--- config.mk ---
export PLATFORM = sky130hd
export DESIGN_NAME = seg7_excess3_reader
export DESIGN_NICKNAME = d
export VERILOG_FILES = /design/src/rtl/seg7_pkg.sv /design/src/rtl/seg7_to_excess3.sv /design/src/rtl/seg7_excess3_reader.sv
export SDC_FILE = /design/constraint.sdc
export NUM_CORES = 1
export LEC_CHECK = 0
export CAP_MARGIN = 20
export CORE_MARGIN = 2
export CORE_UTILIZATION = 45
export DETAILED_ROUTE_END_ITERATION = 10
export PLACE_DENSITY = 0.77
export SLEW_MARGIN = 20
export SYNTH_ARGS = -nofsm -noshare
export SYNTH_HDL_FRONTEND = slang
export SYNTH_HIERARCHICAL = 1
export SYNTH_SLANG_ARGS = --single-unit
export TNS_END_PERCENT = 50
--- constraint.sdc ---
create_clock -name clk -period 3.5 [get_ports clk]
set_input_delay 1.05 -clock clk [delete_from_list [all_inputs] [get_ports clk]]
set_output_delay 1.05 -clock clk [all_outputs]
set_load 0.02 [all_outputs]
--- src/rtl/seg7_pkg.sv ---
// Shared constants for the seven-segment excess-3 reader: digit segment
// patterns (active-high, bit6=a ... bit0=g), blank pattern, excess-3 offset
// and the stability FSM state type.
package seg7_pkg;

   localparam logic [6:0] SEG_0     = 7'b1111110;
   localparam logic [6:0] SEG_1     = 7'b0110000;
   localparam logic [6:0] SEG_2     = 7'b1101101;
   localparam logic [6:0] SEG_3     = 7'b1111001;
   localparam logic [6:0] SEG_4     = 7'b0110011;
   localparam logic [6:0] SEG_5     = 7'b1011011;
   localparam logic [6:0] SEG_6     = 7'b1011111;
   localparam logic [6:0] SEG_7     = 7'b1110000;
   localparam logic [6:0] SEG_8     = 7'b1111111;
   localparam logic [6:0] SEG_9     = 7'b1111011;
   localparam logic [6:0] SEG_BLANK = 7'b0000000;

   localparam logic [3:0] EXCESS3_OFFSET = 4'd3;

   typedef enum logic {
      SETTLE = 1'b0,
      LOCKED = 1'b1
   } state_t;

endpackage

--- src/rtl/seg7_to_excess3.sv ---
// Combinational lookup from an active-low segment bus to an excess-3 code.
// Blank and unrecognised patterns both give code 0, flagged separately.
module seg7_to_excess3
   import seg7_pkg::*;
(
   input  logic [6:0] seg_n,
   output logic [3:0] code,
   output logic       blank,
   output logic       err
);

   logic [6:0] seg;

   assign seg = ~seg_n;

   // Pattern match: digits map to digit+3, all-off is blank, the rest is error.
   always_comb begin
      code  = 4'd0;
      blank = 1'b0;
      err   = 1'b0;
      case (seg)
         SEG_0:     code = EXCESS3_OFFSET + 4'd0;
         SEG_1:     code = EXCESS3_OFFSET + 4'd1;
         SEG_2:     code = EXCESS3_OFFSET + 4'd2;
         SEG_3:     code = EXCESS3_OFFSET + 4'd3;
         SEG_4:     code = EXCESS3_OFFSET + 4'd4;
         SEG_5:     code = EXCESS3_OFFSET + 4'd5;
         SEG_6:     code = EXCESS3_OFFSET + 4'd6;
         SEG_7:     code = EXCESS3_OFFSET + 4'd7;
         SEG_8:     code = EXCESS3_OFFSET + 4'd8;
         SEG_9:     code = EXCESS3_OFFSET + 4'd9;
         SEG_BLANK: blank = 1'b1;
         default:   err = 1'b1;
      endcase
   end

endmodule

--- src/rtl/seg7_excess3_reader.sv ---
// Debounced seven-segment reader. A pattern must be held STABLE_CYCLES
// consecutive samples before it is reported; a report is made only when the
// stable pattern differs from the previously reported one (or is the first
// since reset).
//
// Output handshake: out_valid/out_code/out_blank/out_err form one result.
// A result transfers on a rising edge where out_valid=1 and out_ready=1.
// While out_valid=1 and out_ready=0 the result is held unchanged. A new
// report on a transfer edge replaces the result and keeps out_valid high; a
// report arriving while a result is stalled is dropped and sets the sticky
// overrun flag without updating the last-reported pattern.
module seg7_excess3_reader
   import seg7_pkg::*;
#(
   parameter int STABLE_CYCLES = 4
) (
   input  logic       clk,
   input  logic       rst,
   input  logic [6:0] seg_n,
   input  logic       out_ready,
   output logic       out_valid,
   output logic [3:0] out_code,
   output logic       out_blank,
   output logic       out_err,
   output logic       overrun,
   output state_t     fsm_state
);

   localparam logic [3:0] CNT_MAX = 4'(STABLE_CYCLES);

   logic [6:0] samp;
   logic [6:0] last_pat;
   logic [3:0] cnt;
   logic [3:0] cnt_next;
   logic       first;
   state_t     state;
   state_t     state_next;

   logic [3:0] dec_code;
   logic       dec_blank;
   logic       dec_err;

   logic       same;
   logic       stable_event;
   logic       report;
   logic       load;
   logic       drop;

   seg7_to_excess3 u_lookup (
      .seg_n (seg_n),
      .code  (dec_code),
      .blank (dec_blank),
      .err   (dec_err)
   );

   assign fsm_state = state;

   // Stability counter, FSM next state and report/handshake decisions.
   always_comb begin
      same         = (seg_n == samp);
      cnt_next     = cnt;
      state_next   = state;
      stable_event = 1'b0;

      if (!same) begin
         cnt_next = 4'd1;
      end else if (cnt >= CNT_MAX) begin
         cnt_next = CNT_MAX;
      end else begin
         cnt_next = cnt + 4'd1;
      end

      case (state)
         SETTLE: begin
            if (cnt_next == CNT_MAX) begin
               stable_event = 1'b1;
               state_next   = LOCKED;
            end
         end
         LOCKED: begin
            if (!same) begin
               state_next = SETTLE;
            end
         end
         default: state_next = SETTLE;
      endcase

      report = stable_event && (first || (seg_n != last_pat));
      load   = report && (!out_valid || out_ready);
      drop   = report && out_valid && !out_ready;
   end

   // State register, sample/counter pipeline and output result register.
   always_ff @(posedge clk) begin
      if (rst) begin
         state     <= SETTLE;
         cnt       <= 4'd0;
         samp      <= 7'h7F;
         last_pat  <= 7'h7F;
         first     <= 1'b1;
         out_valid <= 1'b0;
         out_code  <= 4'd0;
         out_blank <= 1'b0;
         out_err   <= 1'b0;
         overrun   <= 1'b0;
      end else begin
         state <= state_next;
         cnt   <= cnt_next;
         samp  <= seg_n;
         if (load) begin
            out_valid <= 1'b1;
            out_code  <= dec_code;
            out_blank <= dec_blank;
            out_err   <= dec_err;
            last_pat  <= seg_n;
            first     <= 1'b0;
         end else if (out_valid && out_ready) begin
            out_valid <= 1'b0;
         end
         if (drop) begin
            overrun <= 1'b1;
         end
      end
   end

endmodule

==> out/qor.csv, run 1 <==
stage,metric,value,unit
floorplan,Die Wd,61.38,um
placed_design,Post-DP HPWL,2.246,mm
logic_synthesis,count of state elements after synthesis,28,
setup_path,CP required,3730,ps
cts,cts hold-fix bufs,0,
pwr,Int Power,0.0004260,W
cts,number of gates resized after cts,0,
logic_synthesis,Synth Instances,166,
global_route,largest net degree at the start of global routing,22,
routing,Via Count,1184,
setup_path,Setup crit end kind,flip-flop,
run,max_cap viols,0,
routing,vias per std cell,5.216,
sta,final hold viol count,0,
cts,clk_lat worst skew,320,ps
floorplan,Ports,19,
routing,wire per inst,13.02,um
layout,# nets final,195,
routing,ANT nets after route,0,
layout,final non-filler cell total,227,
floorplan,Initial Util,47.74,%
sta,crit share post-route,75.90,%
floorplan,CORE AREA,0.003103,mm^2
sta,setup TNS,0,ps
cts,setup bufs post-CTS,0,
cts,CTS sink cnt,28,
pwr,LEAKAGE,0.6945,nW
layout,diode count,0,
pwr,pwr dens,325.5,mW/mm^2
cts,"Reg clk slew, reported paths",140,ps
sta,Final setup viols,0,
setup_path,Crit-path slowest cell,clkdlybuf4s50_1,
routing,routed wire length,2.956,mm
setup_path,crit path buf inv count,1,
sta,Worst-Margin Slew,606.5,ps
setup_path,Crit Path Class,in2reg,
routing,drt first pass iters,4,
hold_path,Hold WC Path Type,reg2reg,
logic_synthesis,post-synthesis net count,177,
cts,CTS Root Cell,clkbuf_4,
floorplan,Die Y,61.38,um
logic_synthesis,Synth async-reset ratio,0,%
pwr,Worst VDD drop,0.1293,mV
logic_synthesis,"Avg Cell Area, Syn",8.924,um^2
layout,"commonest non-fill, non-tap cells in the layout","28 x dfxtp_1, 23 x nor2_1, 18 x clkdlybuf4s50_1, 16 x nand2b_1, 13 x mux2i_1",
layout,Syn-to-layout area delta,16.98,%
global_route,first-pass GRT wire length,5.147,mm
placed_design,routability cong.,0.7935,
logic_synthesis,Post-synth EDFFs,0,
logic_synthesis,sequential share of the synthesized area,37.84,%
global_route,initial antenna violation count,0,
cts,Num CTS Buffers,3,
setup_path,worst-path fanout max,14,
layout,share of post-route cells with drive strength above 1,8.743,%
pwr,P_sw,0.0001380,W
pwr,Sw Ratio,24.46,%
setup_path,Critical Path AT,2890,ps
pwr,Seq pwr share,58.2,%
cts,H-Tree Depth,1,
global_route,vias in the first global route,1143,
routing,Iter 0 DRT Violations,53,
sta,Slew HR,59.44,%
sta,max frequency,376.4,MHz
setup_path,CP startpoint kind,primary input,
logic_synthesis,"Primary FF master, synth",dfxtp_1,
sta,Tmin final,2657,ps
sta,skew final,5.315,ps
floorplan,Rows,20,
routing,number of remaining DRC errors,0,
run_status,status,"finished, final reports clean",
global_route,grt ovf,0,
global_route,Tot GR Track Use,18.47,%
logic_synthesis,Ys Warns,6,
placed_design,number of I/O port buffers,18,
setup_path,largest stage delay on the critical path,610,ps
floorplan,die area,0.003767,mm^2
pwr,Clock Power Share,27.2,%
logic_synthesis,Cell variety after synth,44,
sta,Max Transition Viols Final,0,
setup_path,Crit path max-delay family,simple AND/OR/NAND/NOR gates,
pwr,Combinational Power Share,14.6,%
placed_design,Inst Count DP,223,
cts,CTS Buffer Depth,2,
setup_path,CP cell instances,clkdlybuf4s50_1 > xor2_1 > nor4_4 > nand3_4 > a21o_1,
layout,"most common cell after layout, fill and taps aside",dfxtp_1,
sta,RSZ-0062 raised after global routing,false,
logic_synthesis,Post-Syn Area,0.001481,mm^2
cts,CTS tree,done,
metrics by stage:
stage	hold WS, ps	util [%]	power, W	setup WS [ps]	area [um^2]
3_3_place_gp	441.3	54.68	0.0004146	524.9	1697
5_1_grt	499.8	55.85	0.0005935	696.3	1733
2_1_floorplan	426.9	-	0.0003900	1352	1481
4_1_cts	481.1	55.85	0.0005658	834.2	1733
6_report	477.4	55.85	0.0005640	843.4	1733
3_5_place_dp	440.9	54.68	0.0004171	475.4	1697
sequential cells by signal, indices dropped and copies added, names as in the netlist:
register,flops
last_pat,7
samp,7
cnt,4
out_code,4
first,1
fsm_state,1
out_blank,1
out_err,1
out_valid,1
overrun,1
synth_stat cells, types with 3 or more instances:
cell | number | share of area [%]
a21oi_1 | 4 | 1.4
buf_2 | 4 | 1.4
clkbuf_1 | 4 | 1.0
dfxtp_1 | 28 | 38
inv_1 | 9 | 2.3
mux2i_1 | 13 | 8.8
nand2_1 | 5 | 1.3
nand2b_1 | 16 | 6.8
nand3_1 | 3 | 1.0
nor2_1 | 23 | 5.8
nor3_1 | 6 | 2.0
xnor2_1 | 5 | 3.0
xor2_1 | 12 | 7.1
worst paths after layout:
| check | from | endpoint | slack [ps] | depth (start not counted) |
|---|---|---|---|---|
| worst max-delay path | seg_n[6] | first | 840 | 5 |
| worst min-delay path | first | first | 480 | 1 |
| worst max register to register | cnt[0] | last_pat[5] | 1720 | 6 |
| worst min register to register | first | first | 480 | 1 |
layout make-up:
class | instances | area [um^2]
Timing Repair Buffer | 24 | 225.2
Clock buffer | 4 | 36.28
Fill cell | 315 | 1370
Multi-Input combinational cell | 118 | 822.0
Sequential cell | 28 | 560.5
Tap cell | 44 | 55.05
Inverter | 9 | 33.78
power by group through the flow:
stage	Combinational [W]	Sequential, W	Clock, W
6_report	0.0000822	0.000329	0.000153
5_1_grt	0.0000906	0.000329	0.000173
4_1_cts	0.0000821	0.000328	0.000155
3_5_place_dp	0.0000818	0.000335	0
3_3_place_gp	0.0000795	0.000335	0
2_1_floorplan	0.0000551	0.000335	0
routing by layer:
| metal | up-vias | track usage [%] | part of all wire [%] |
|---|---|---|---|
| met2 | 36 | 30.09 | 46 |
| li1 | 594 | - | - |
| met4 | 0 | 6.383 | 0.98 |
| met3 | 2 | 3.571 | 5.9 |
| met5 | - | 0 | 0 |
| met1 | 552 | 24.58 | 47 |
cell families (layout without fill, tap and decap cells):
kind of cell | Yosys count | after routing | synth area share (%)
simple gates | 66 | 66 | 25.68
flops | 28 | 28 | 37.84
compound gates | 20 | 20 | 9.882
buf+inv | 20 | 37 | 6.672
xor+xnor | 17 | 17 | 10.05
mux | 13 | 13 | 8.783
fa+ha+maj | 1 | 1 | 0.8445
other cells | 1 | 1 | 0.2531
worst register-to-register path, delay by kind of cell, from the launching register on:
kind                     cells  cell delay (ps)
flip-flops                   1              350
AND/OR/NAND/NOR              2              400
buffers and inverters        1               60
adder cells (fa/ha/maj)      1              290
AO/OA/AOI/OAI                1              370
multiplexers                 1              240
Power figures use the tool's default switching activity.
==> inputs of run 2 (changes only) <==
PLACE_DENSITY = 0.8   (was 0.77)
clock period = 2.25 ns   (was 3.5 ns; I/O delays follow)
==> run 2 against run 1 <==
  * Critical path type unchanged
  * Routed wire length is 2.8% lower
  * Final cell count grew 4.4%
  * Total power rose by 57%
  * Utilization increased by 2.8 points
  * Flip-flop and latch count unchanged
==> out/qor.csv, run 2 (same netlist as run 1, synthesis figures left out) <==
stage,metric,value,unit
run_status,status,"finished, final reports clean",
layout,"commonest non-fill, non-tap cells in the layout","28 x dfxtp_1, 23 x nor2_1, 18 x clkdlybuf4s50_1, 16 x nand2b_1, 15 x buf_4",
cts,cts hold-fix bufs,0,
layout,register cell area after layout,560.5,um^2
sta,max frequency,475.2,MHz
placed_design,number of I/O port buffers,18,
run,max_cap viols,0,
cts,clk_lat worst skew,320,ps
routing,ANT nets after route,0,
global_route,initial antenna violation count,0,
floorplan,Die Y,61.38,um
layout,# nets final,205,
routing,Via Count,1213,
sta,final hold viol count,0,
floorplan,Ports,19,
floorplan,die area,0.003767,mm^2
global_route,first-pass GRT wire length,4.995,mm
setup_path,CP startpoint,seg_n[6],
layout,Top Registers,"last_pat: 7 flops, samp: 7 flops",
floorplan,Initial Util,47.74,%
setup_path,reg2reg start,cnt[0],
layout,multi-input logic area,822.0,um^2
layout,share of post-route cells with drive strength above 1,13.47,%
layout,final non-filler cell total,237,
sta,Max Transition Viols Final,0,
routing,Iter 0 DRT Violations,46,
layout,Filler Cell Count,302,
cts,setup bufs post-CTS,0,
sta,setup ws final,145.6,ps
placed_design,routability cong.,0.8441,
setup_path,worst-path fanout max,8,
routing,wire per inst,12.12,um
cts,CTS sink cnt,28,
pwr,pwr dens,485.8,mW/mm^2
floorplan,Die Wd,61.38,um
routing,vias per std cell,5.118,
layout,diode count,0,
cts,CTS Buffer Depth,2,
routing,routed wire length,2.872,mm
global_route,vias in the first global route,1223,
setup_path,Register-to-Register Path Depth,7,
placed_design,post-place setup slack,-207.7,ps
setup_path,Crit Path Class,in2reg,
setup_path,Critical Path AT,2360,ps
sta,crit share post-route,93.53,%
global_route,Tot GR Track Use,17.72,%
setup_path,FF-to-FF setup slack,520,ps
sta,RSZ-0062 raised after global routing,false,
sta,Tmin final,2104,ps
cts,H-Tree Depth,1,
sta,skew final,4.255,ps
setup_path,Setup crit end kind,flip-flop,
setup_path,CP required,2510,ps
global_route,grt ovf,0,
layout,Syn-to-layout area delta,22.89,%
global_route,largest net degree at the start of global routing,17,
cts,CTS Root Cell,clkbuf_4,
cts,CTS tree,done,
floorplan,CORE AREA,0.003103,mm^2
pwr,Tot Pwr,0.0008845,W
pwr,Worst VDD drop,0.4703,mV
floorplan,Rows,20,
sta,Final setup viols,0,
hold_path,Hold WC Path Type,reg2reg,
routing,number of remaining DRC errors,0,
routing,drt first pass iters,4,
layout,Final Core Density,58.67,%
cts,number of gates resized after cts,0,
placed_design,Post-DP HPWL,2.306,mm
setup_path,Critical R2R Capture,last_pat[5],
pwr,LEAKAGE,0.7468,nW
setup_path,CP startpoint kind,primary input,
placed_design,Inst Count DP,233,
cts,Num CTS Buffers,3,
setup_path,Setup crit end,out_code[1],
cts,"Reg clk slew, reported paths",140,ps
layout,"most common cell after layout, fill and taps aside",dfxtp_1,
-- run 2: how the worst min path moves through the flow --
stage	start	to	depth (start not counted)
2_1_floorplan	first	first	1
3_3_place_gp	cnt[2]	cnt[1]	1
3_5_place_dp	overrun	overrun	2
4_1_cts	overrun	overrun	2
5_1_grt	out_code[2]	out_code[2]	2
6_report	overrun	overrun	2
-- run 2: layout make-up --
cell class | count | share of cell area (%)
repair buffers | 34 | 17.18
inverters | 9 | 1.856
multi-input cells | 118 | 45.15
flip-flops and latches | 28 | 30.79
well taps | 44 | 3.024
clock buffers | 4 | 1.993
-- run 2: power by group --
part	switching, W	internal (W)
sequential	0.00000532	0.000506
combinational	0.0000714	0.0000666
clock	0.000137	0.0000989
total	0.000213	0.000671
-- run 2: per-stage QoR --
stage / hold WS, ps / area [um^2] / TNS [ps]
6_report: 483.5 / 1821 / 0
5_1_grt: 515.6 / 1821 / 0
4_1_cts: 486.0 / 1821 / 0
3_5_place_dp: 453.6 / 1784 / -2865
3_3_place_gp: 449.6 / 1784 / -1592
2_1_floorplan: 426.9 / 1481 / 0
-- run 2: critical path, stage by stage --
cell             delay (ps)
clkdlybuf4s50_1         620
buf_4                   210
nand3_1                 150
o32a_2                  360
nor3_1                  160
nand2b_1                 70
mux2i_1                 120
-- run 2: metal layers --
metal / routed length [um] / track usage, % / up-vias / part of all wire, %
met5: 0 / 0 / - / 0
met4: 59 / 5.471 / 0 / 2.1
met3: 141 / 5.042 / 8 / 4.9
met2: 1479 / 32.83 / 39 / 51
met1: 1193 / 19.48 / 557 / 42
li1: - / - / 609 / -
==> patch (config.mk and constraints of run 2) <==
Reset style: asynchronous (`rst`), changed in one clocked block.
--- a/src/rtl/seg7_excess3_reader.sv
+++ b/src/rtl/seg7_excess3_reader.sv
@@ -93,3 +93,3 @@
    // State register, sample/counter pipeline and output result register.
-   always_ff @(posedge clk) begin
+   always_ff @(posedge clk or posedge rst) begin
       if (rst) begin
Check against the original RTL: differs if rst is asserted again (counterexample within 10 cycles, from zero or initial values and one cycle with rst high); with rst held inactive, the same outputs for 10 cycles.
==> patch against run 2 <==
Non-clock buffer count up 2; area after synthesis up 1.6%; die area up 1.5%; routed wire length up 2.9%; power up 24%; register-to-register slack worse by 0.31 ns; sequential cell count unchanged; utilization up 1.9 points; final area up 4.1%; worst setup slack worse by 0.037 ns; critical path depth up 1; largest power group unchanged.
==> patch: results (changes against run 2) <==
| Metric | Value |
|---|---|
| Avg Inst Size Synth | 11.9 um2 (+34%) |
| CP Max Fanout | 14 (+6) |
| Count of cell types in the netlist | 45 (+2.3%) |
| Wire length per cell | 14.6 um (+21%) |
| Setup Skew | 0.0132 ns (+0.00894 ns) |
| Gpl congestion | 0.834 (-1.2%) |
| Pin count of the biggest net entering global routing | 29 (+12) |
| Async set-or-reset flop fraction in the synthesized netlist | 100% (+100 points) |
| Mapped Nets | 137 (-23%) |
| Synth top area cells | dfstp_2, dfrtp_1, mux2_4, xor2_1, mux2_2 |
| Psw | 0.000259 W (+21%) |
| CP max stage delay | 0.45 ns (-0.17 ns) |
| GRT met2 Usage | 31.7% (-1.1 points) |
| Layout cell share with drive strength beyond 1 | 36.1% (+23 points) |
| Maximum VDD drop | 0.296 mV (-37%) |
| Global-route wire length before repair | 5.05 mm (+1.1%) |
| Top cells by count, synth | dfstp_2, dfrtp_1, xor2_1 |
| Total GRT Usage | 18.1% (+0.39 points) |
| Placed cells | 198 (-15%) |
| Final WL | 2.96 mm (+2.9%) |
| Crit path DAT | 2.38 ns (+0.02 ns) |
| Final #Nets | 170 (-17%) |
| Seq/Total Area, Yosys | 47.8% (+10 points) |
| Ys flop type | dfstp_2 |
| Leak pwr | 0.825 nW (+10%) |
| Vias | 1060 (-13%) |
| Fillers | 260 (-14%) |
| Detailed placement HPWL | 2.20 mm (-4.5%) |
| Status | completed |
==> patch: metal layers <==
layer  vias up  share of wire (%)
met4         0                1.6
met3         4                1.6
li1        508                  -
met5         -                  0
met1       535                 44
met2        13                 53
==> patch: through the flow <==
step	hold slack (ns)	setup WS (ns)	area, um2	TNS [ns]	util, %
floorplan	0.451	0.247	1510	0	-
global placement	0.463	-0.361	1830	-4.14	58.6
detailed placement	0.470	-0.331	1830	-3.99	58.6
CTS	0.505	0.0437	1890	0	60.3
global route	0.514	0.0268	1900	0	60.6
finish	0.496	0.108	1900	0	60.6
==> patch: path summary, 6_finish.rpt <==
| check | slack [ns] | end | from | cells after the start |
|---|---|---|---|---|
| setup / recovery | 0.11 | out_code[1]$_DFFE_PP0P_ | seg_n[4] | 8 |
| hold / removal | 0.50 | overrun$_DFFE_PP0P_ | overrun$_DFFE_PP0P_ | 1 |
| setup reg to reg | 0.21 | out_code[1]$_DFFE_PP0P_ | cnt[0]$_DFF_PP0_ | 7 |
| hold reg to reg | 0.50 | overrun$_DFFE_PP0P_ | overrun$_DFFE_PP0P_ | 1 |
| max in group asynchronous | 1.26 | last_pat[5]$_DFFE_PP1P_ | rst | 3 |
| min in group asynchronous | 0.68 | cnt[0]$_DFF_PP0_ | rst | 3 |
==> patch: critical path: cells and delay by family <==
family,cells,cell delay (ns)
and+or+nand+nor,3,0.43
xor gates and xnor gates,1,0.17
muxes,1,0.33
buffers and inverters,3,0.78
==> patch: power groups by stage <==
stage | logic (W) | registers [W] | clock network, W
6_report | 0.000199 | 0.000575 | 0.000323
5_1_grt | 0.000218 | 0.000581 | 0.000344
3_5_place_dp | 0.000199 | 0.000583 | 0
2_1_floorplan | 0.000118 | 0.000585 | 0
4_1_cts | 0.000199 | 0.000576 | 0.000335
3_3_place_gp | 0.000192 | 0.000581 | 0
==> patch: kinds of logic (layout without fill, tap and decap cells) <==
family | Yosys count | count (layout) | synth area share [%]
xor+xnor | 17 | 17 | 9.89
other cells | 1 | 1 | 0.249
simple gates | 37 | 37 | 15.9
flops | 28 | 28 | 47.8
fa+ha+maj | 1 | 1 | 0.831
mux | 13 | 13 | 12.0
compound gates | 18 | 18 | 9.06
buf+inv | 11 | 43 | 4.32
==> patch: area by class of cell <==
cell class / instances / share of cell area [%]
well taps: 44 / 2.90
inverters: 3 / 0.594
multi-input cells: 87 / 38.3
repair buffers: 36 / 17.4
clock buffers: 3 / 1.19
flip-flops and latches: 28 / 38.0
clock inverters: 1 / 1.58
